`src/rtl/if_fetch_stage_pkg.sv`:
```
// Shared definitions for the IF stage: stall bus, bus widths, reset PC and
// fetch FSM state encoding.
package if_fetch_stage_pkg;

  localparam int unsigned STALL_WD    = 6;
  localparam int unsigned IF_TO_ID_WD = 33;
  localparam int unsigned BR_WD       = 33;

  typedef logic [STALL_WD-1:0] StallBus;

  localparam logic Stop   = 1'b1;
  localparam logic NoStop = 1'b0;

  localparam logic [31:0] RESET_PC = 32'hBFBF_FFFC;

  typedef enum logic [1:0] {
    S_BOOT = 2'd0,
    S_RUN  = 2'd1,
    S_HOLD = 2'd2
  } fetch_state_e;

endpackage

```
`src/rtl/if_fetch_stage_redirect_buf.sv`:
```
// Holds a branch redirect that arrived while IF was stalled, until the stall
// releases and the PC consumes it.
module if_redirect_buf (
  input  logic        clk,
  input  logic        rst,
  input  logic        capture,
  input  logic        consume,
  input  logic [31:0] br_addr,
  output logic        pend_v,
  output logic [31:0] pend_addr
);

  // capture outranks consume; a later redirect overwrites an earlier one
  always_ff @(posedge clk) begin
    if (rst) begin
      pend_v    <= 1'b0;
      pend_addr <= '0;
    end else if (capture) begin
      pend_v    <= 1'b1;
      pend_addr <= br_addr;
    end else if (consume) begin
      pend_v    <= 1'b0;
    end
  end

endmodule

```
`src/rtl/if_fetch_stage.sv`:
```
// IF stage: PC register, boot/run/hold FSM and instruction SRAM read drive.
// Optional macro IF_PERF_CNT_EN adds perf_fetch_cnt / perf_redir_cnt outputs.
module if_fetch_stage
  import if_fetch_stage_pkg::*;
(
  input  logic                   clk,
  input  logic                   rst,
  input  logic [5:0]             stall,
  input  logic [BR_WD-1:0]       br_bus,
  output logic [IF_TO_ID_WD-1:0] if_to_id_bus,
  output logic                   inst_sram_en,
  output logic [3:0]             inst_sram_wen,
  output logic [31:0]            inst_sram_addr,
  output logic [31:0]            inst_sram_wdata
`ifdef IF_PERF_CNT_EN
  ,
  output logic [31:0]            perf_fetch_cnt,
  output logic [31:0]            perf_redir_cnt
`endif
);

  fetch_state_e state, state_nxt;
  logic [31:0]  pc_reg, pc_nxt, next_pc;
  logic         ce_reg, ce_nxt;
  logic         br_e;
  logic [31:0]  br_addr;
  logic         stop;
  logic         pend_v;
  logic [31:0]  pend_addr;
  logic         capture, consume;
  logic         stall_unused;

  assign {br_e, br_addr} = br_bus;
  assign stop            = (stall[0] == Stop);
  assign stall_unused    = ^stall[5:1];

  if_redirect_buf u_redirect_buf (
    .clk       (clk),
    .rst       (rst),
    .capture   (capture),
    .consume   (consume),
    .br_addr   (br_addr),
    .pend_v    (pend_v),
    .pend_addr (pend_addr)
  );

  always_comb begin
    next_pc = pc_reg + 32'd4;
    if (br_e)        next_pc = br_addr;
    else if (pend_v) next_pc = pend_addr;
  end

  always_comb begin
    state_nxt = state;
    pc_nxt    = pc_reg;
    ce_nxt    = ce_reg;
    capture   = 1'b0;
    consume   = 1'b0;
    unique case (state)
      S_BOOT: begin
        if (!stop) begin
          state_nxt = S_RUN;
          ce_nxt    = 1'b1;
          pc_nxt    = RESET_PC + 32'd4;
        end
      end
      S_RUN: begin
        if (!stop) begin
          pc_nxt  = next_pc;
          ce_nxt  = 1'b1;
          consume = 1'b1;
        end else if (br_e) begin
          capture   = 1'b1;
          state_nxt = S_HOLD;
        end
      end
      S_HOLD: begin
        if (!stop) begin
          pc_nxt    = next_pc;
          consume   = 1'b1;
          state_nxt = S_RUN;
        end else if (br_e) begin
          capture = 1'b1;
        end
      end
      default: state_nxt = S_BOOT;
    endcase
  end

  always_ff @(posedge clk) begin
    if (rst) begin
      state  <= S_BOOT;
      pc_reg <= RESET_PC;
      ce_reg <= 1'b0;
    end else begin
      state  <= state_nxt;
      pc_reg <= pc_nxt;
      ce_reg <= ce_nxt;
    end
  end

  assign if_to_id_bus    = {ce_reg, pc_reg};
  assign inst_sram_en    = ce_reg;
  assign inst_sram_wen   = '0;
  assign inst_sram_addr  = pc_reg;
  assign inst_sram_wdata = '0;

`ifdef IF_PERF_CNT_EN
  logic redir_apply;
  // a redirect counts only when it actually lands in pc_reg (never in BOOT)
  assign redir_apply = (state != S_BOOT) && !stop && (br_e || pend_v);

  always_ff @(posedge clk) begin
    if (rst) begin
      perf_fetch_cnt <= '0;
      perf_redir_cnt <= '0;
    end else begin
      if (ce_reg && !stop) perf_fetch_cnt <= perf_fetch_cnt + 32'd1;
      if (redir_apply)     perf_redir_cnt <= perf_redir_cnt + 32'd1;
    end
  end
`endif

endmodule

```
`config.mk`:
```
export PLATFORM = sky130hd
export DESIGN_NAME = if_fetch_stage
export DESIGN_NICKNAME = d
export VERILOG_FILES = /design/src/rtl/if_fetch_stage_pkg.sv /design/src/rtl/if_fetch_stage_redirect_buf.sv /design/src/rtl/if_fetch_stage.sv
export SDC_FILE = /design/constraint.sdc
export NUM_CORES = 1
export LEC_CHECK = 0
export BUFFER_PORTS_ARGS = -buffer_cell sky130_fd_sc_hd__buf_4
export CAP_MARGIN = 25
export CORE_MARGIN = 2
export CORE_UTILIZATION = 40
export DETAILED_ROUTE_END_ITERATION = 8
export GPL_ROUTABILITY_DRIVEN = 0
export GPL_TIMING_DRIVEN = 0
export HOLD_SLACK_MARGIN = 0.15
export PLACE_DENSITY = 0.74
export SLEW_MARGIN = 20
export SYNTH_ARGS = -nofsm -noshare
export SYNTH_HDL_FRONTEND = slang
export SYNTH_SLANG_ARGS = --single-unit
export TNS_END_PERCENT = 10
```
`constraint.sdc`:
```
create_clock -name clk -period 2.9 [get_ports clk]
set_clock_uncertainty 0.1 [all_clocks]
set_input_delay 0.435 -clock clk [delete_from_list [all_inputs] [get_ports clk]]
set_output_delay 0.435 -clock clk [all_outputs]
set_load 0.02 [all_outputs]
```
==> results.cfg <==
[timing]
fin_ws_ns = 0.108
finalSetupViolations = 0
period_needed_ns = 2.79
drv_slew = 0
grt_setup_unrepaired = no
fin_crit_sh_pct = 96.3
slew_headroom_pct = 32.6
hold_viol = 0
fin_tns_setup_ns = 0
worst_pin_slew_ns = 1.00
max_freq_mhz = 358

[floorplanning]
io_pins = 143
start_util_pct = 41.1
fp-row-count = 37
coreArea_um2 = 10300
dieHeight_um = 107
dieArea_um2 = 11400
die_x_um = 107

[grt]
top_usage_layer = met2
grt_pass1_vias = 4122
grt_start_max_net_pins = 13
antenna_found_initial = 0
grt-ovfl-total = 0
met3_usage_pct = 3.71
met2_usage_pct = 37.4
grt_pass1_wl_mm = 20.6
grt_usage_pct = 22.8
grtUsageMet1_pct = 29.6

[synth]
synth_warnings = 0
ys_seq_area_share_pct = 32.2
syn-instance-count = 559
synth-edff-count = 0
avgSynthCellArea_um2 = 7.56
synth_seq_cells = 68
synthMostInstantiatedCell = nand2_1
synth_top_area_share_pct = 32.2
async_reset_ff_share_pct = 0
synth-main-ff-cell = dfxtp_1
synthTopCellsByCount = 99 x nand2_1, 69 x buf_4, 68 x dfxtp_1
synth_area_leaders = dfxtp_1 32%, buf_4 12%, nand2_1 8.8%, a21oi_1 6.4%, o21ai_0 3.7%
yosys.area.top_type = dfxtp_1
syn_area_um2 = 4230
yosysUniqueCellTypes = 53

[clock_network]
path_clk_slew_ns = 0.08
cts.path.max_buffers = 2
htree_levels = 3
root_buffer = clkbuf_8
numCtsBuffers = 9
cts_num_sinks = 68
clk_latency_ns = 0.36
cts_tree = yes

[critical_path]
slowest_stage = nor2b_1
endpoint_kind = flip-flop
path_class = flip-flop to flip-flop
required_ns = 3.05
cp_slowest_stage_delay_ns = 0.58
cp_max_fo = 10
arrival_ns = 2.94
path_cells = inv_1 > ha_1 > clkbuf_1 > o21ai_0 > nor2b_1 > clkbuf_8 > o31ai_1 > a221o_1
critPathLaunchType = flip-flop

[detailed_routing]
drt_iter0_markers = 408
wirelength_mm = 13.3
wl_per_cell_um = 15.7
firstDrtPassIters = 6
vias = 4577
drc = 0
vias_per_cell = 5.42
ant_nets = 0

[final_layout]
fillers = 1008
area_delta_synth_final_pct = 29.9
layout-drive-gt1-share_pct = 27.6
fin_nets = 750
antenna_cells = 0

[placement]
portBuffers = 99
dp_slack_ns = 0.0495
hpwlAfterDp_mm = 9.71

[run]
max_cap_viol_count = 0

[power_and_ir_drop]
ir_drop_mv = 0.236
powerDensity_nw_per_um2 = 498
finalPower_mw = 2.73
leakage_nw = 2.33

[status]
status = complete, no violations

[min_path]
hold_class = primary input to flip-flop
[cell usage in the layout, fill, tap and decap left out, drive strengths merged, types with 8 or more instances in the layout]
cell type  instances
a21oi             54
a221oi            13
buf              171
clkbuf            42
conb              36
dfxtp             68
inv               10
mux2i              8
nand2             99
nand3             17
nand4             13
nor2              30
nor3               9
o21ai             31
o31ai              9
xnor2              9
[layer usage]
| metal | wire length, µm | up-vias |
|---|---|---|
| li1 | - | 2157 |
| met1 | 5420 | 2103 |
| met2 | 6100 | 280 |
| met3 | 1350 | 37 |
| met4 | 387 | 0 |
| met5 | 0 | - |
[state kept, by name (all words and copies together) (netlist names)]
| name | flops |
|---|---|
| u_redirect_buf.pend_addr | 32 |
| state | 2 |
| inst_sram_addr | 32 |
| inst_sram_en | 1 |
| u_redirect_buf.pend_v | 1 |
[logic make-up after synthesis]
| kind of cell | Yosys count | synth area share, % |
|---|---|---|
| simple gates | 205 | 23.1 |
| compound gates | 143 | 21.1 |
| buf+inv | 114 | 17.0 |
| flops | 68 | 32.2 |
| xor+xnor | 15 | 3.11 |
| mux | 8 | 1.89 |
| fa+ha+maj | 5 | 1.48 |
| other cells | 1 | 0.0887 |
[final cells by class]
| class | instances | area [µm²] | area share (%) |
|---|---|---|---|
| Buffer | 104 | 682 | 12.4 |
| Clock buffer | 10 | 128 | 2.32 |
| Clock inverter | 6 | 88.8 | 1.62 |
| Inverter | 10 | 37.5 | 0.684 |
| Multi-Input combinational cell | 412 | 2280 | 41.5 |
| Sequential cell | 68 | 1360 | 24.8 |
| Tap cell | 136 | 170 | 3.10 |
| Timing Repair Buffer | 99 | 743 | 13.5 |
[final timing paths]
path	startpoint	to	slack [ns]	cells past startpoint
hold reg to reg	u_redirect_buf.pend_addr[14]	u_redirect_buf.pend_addr[14]	0.36	2
setup reg to reg	state[0]	inst_sram_addr[17]	0.11	8
setup / recovery	state[0]	inst_sram_addr[17]	0.11	8
hold / removal	br_bus[18]	inst_sram_addr[18]	0.22	3
[stage by stage]
stage	hold WS, ns	cell area (µm²)	instances	utilization, %
after floorplan	0.331	4360	594	-
after global placement	0.338	5270	829	51.3
after detailed placement	0.347	5270	829	51.3
after CTS	0.222	5490	845	53.4
after global routing	0.235	5490	845	53.4
final	0.223	5490	845	53.4
[where the power goes]
part	switching (mW)	internal, mW
clock network	0.395	0.484
logic	0.441	0.332
registers	0.0920	0.988
[critical path, delay by kind of cell, from the launching register on]
kind                       cells  cell delay (ns)
AOI/OAI and AO/OA              3             0.68
DFF                            1             0.40
buffers and inverters          3             0.64
adders and majority gates      1             0.30
and+or+nand+nor                1             0.58
[repair_timing]
| item | 4_1_cts | 5_1_grt |
|---|---|---|
| hold buffers | 0 | 0 |
| buffers inserted | 0 | 0 |
| endpoints found under the setup margin | 0 | 9 |
| gates resized for setup | 0 | 2 |
Power figures use the tool's default switching activity.
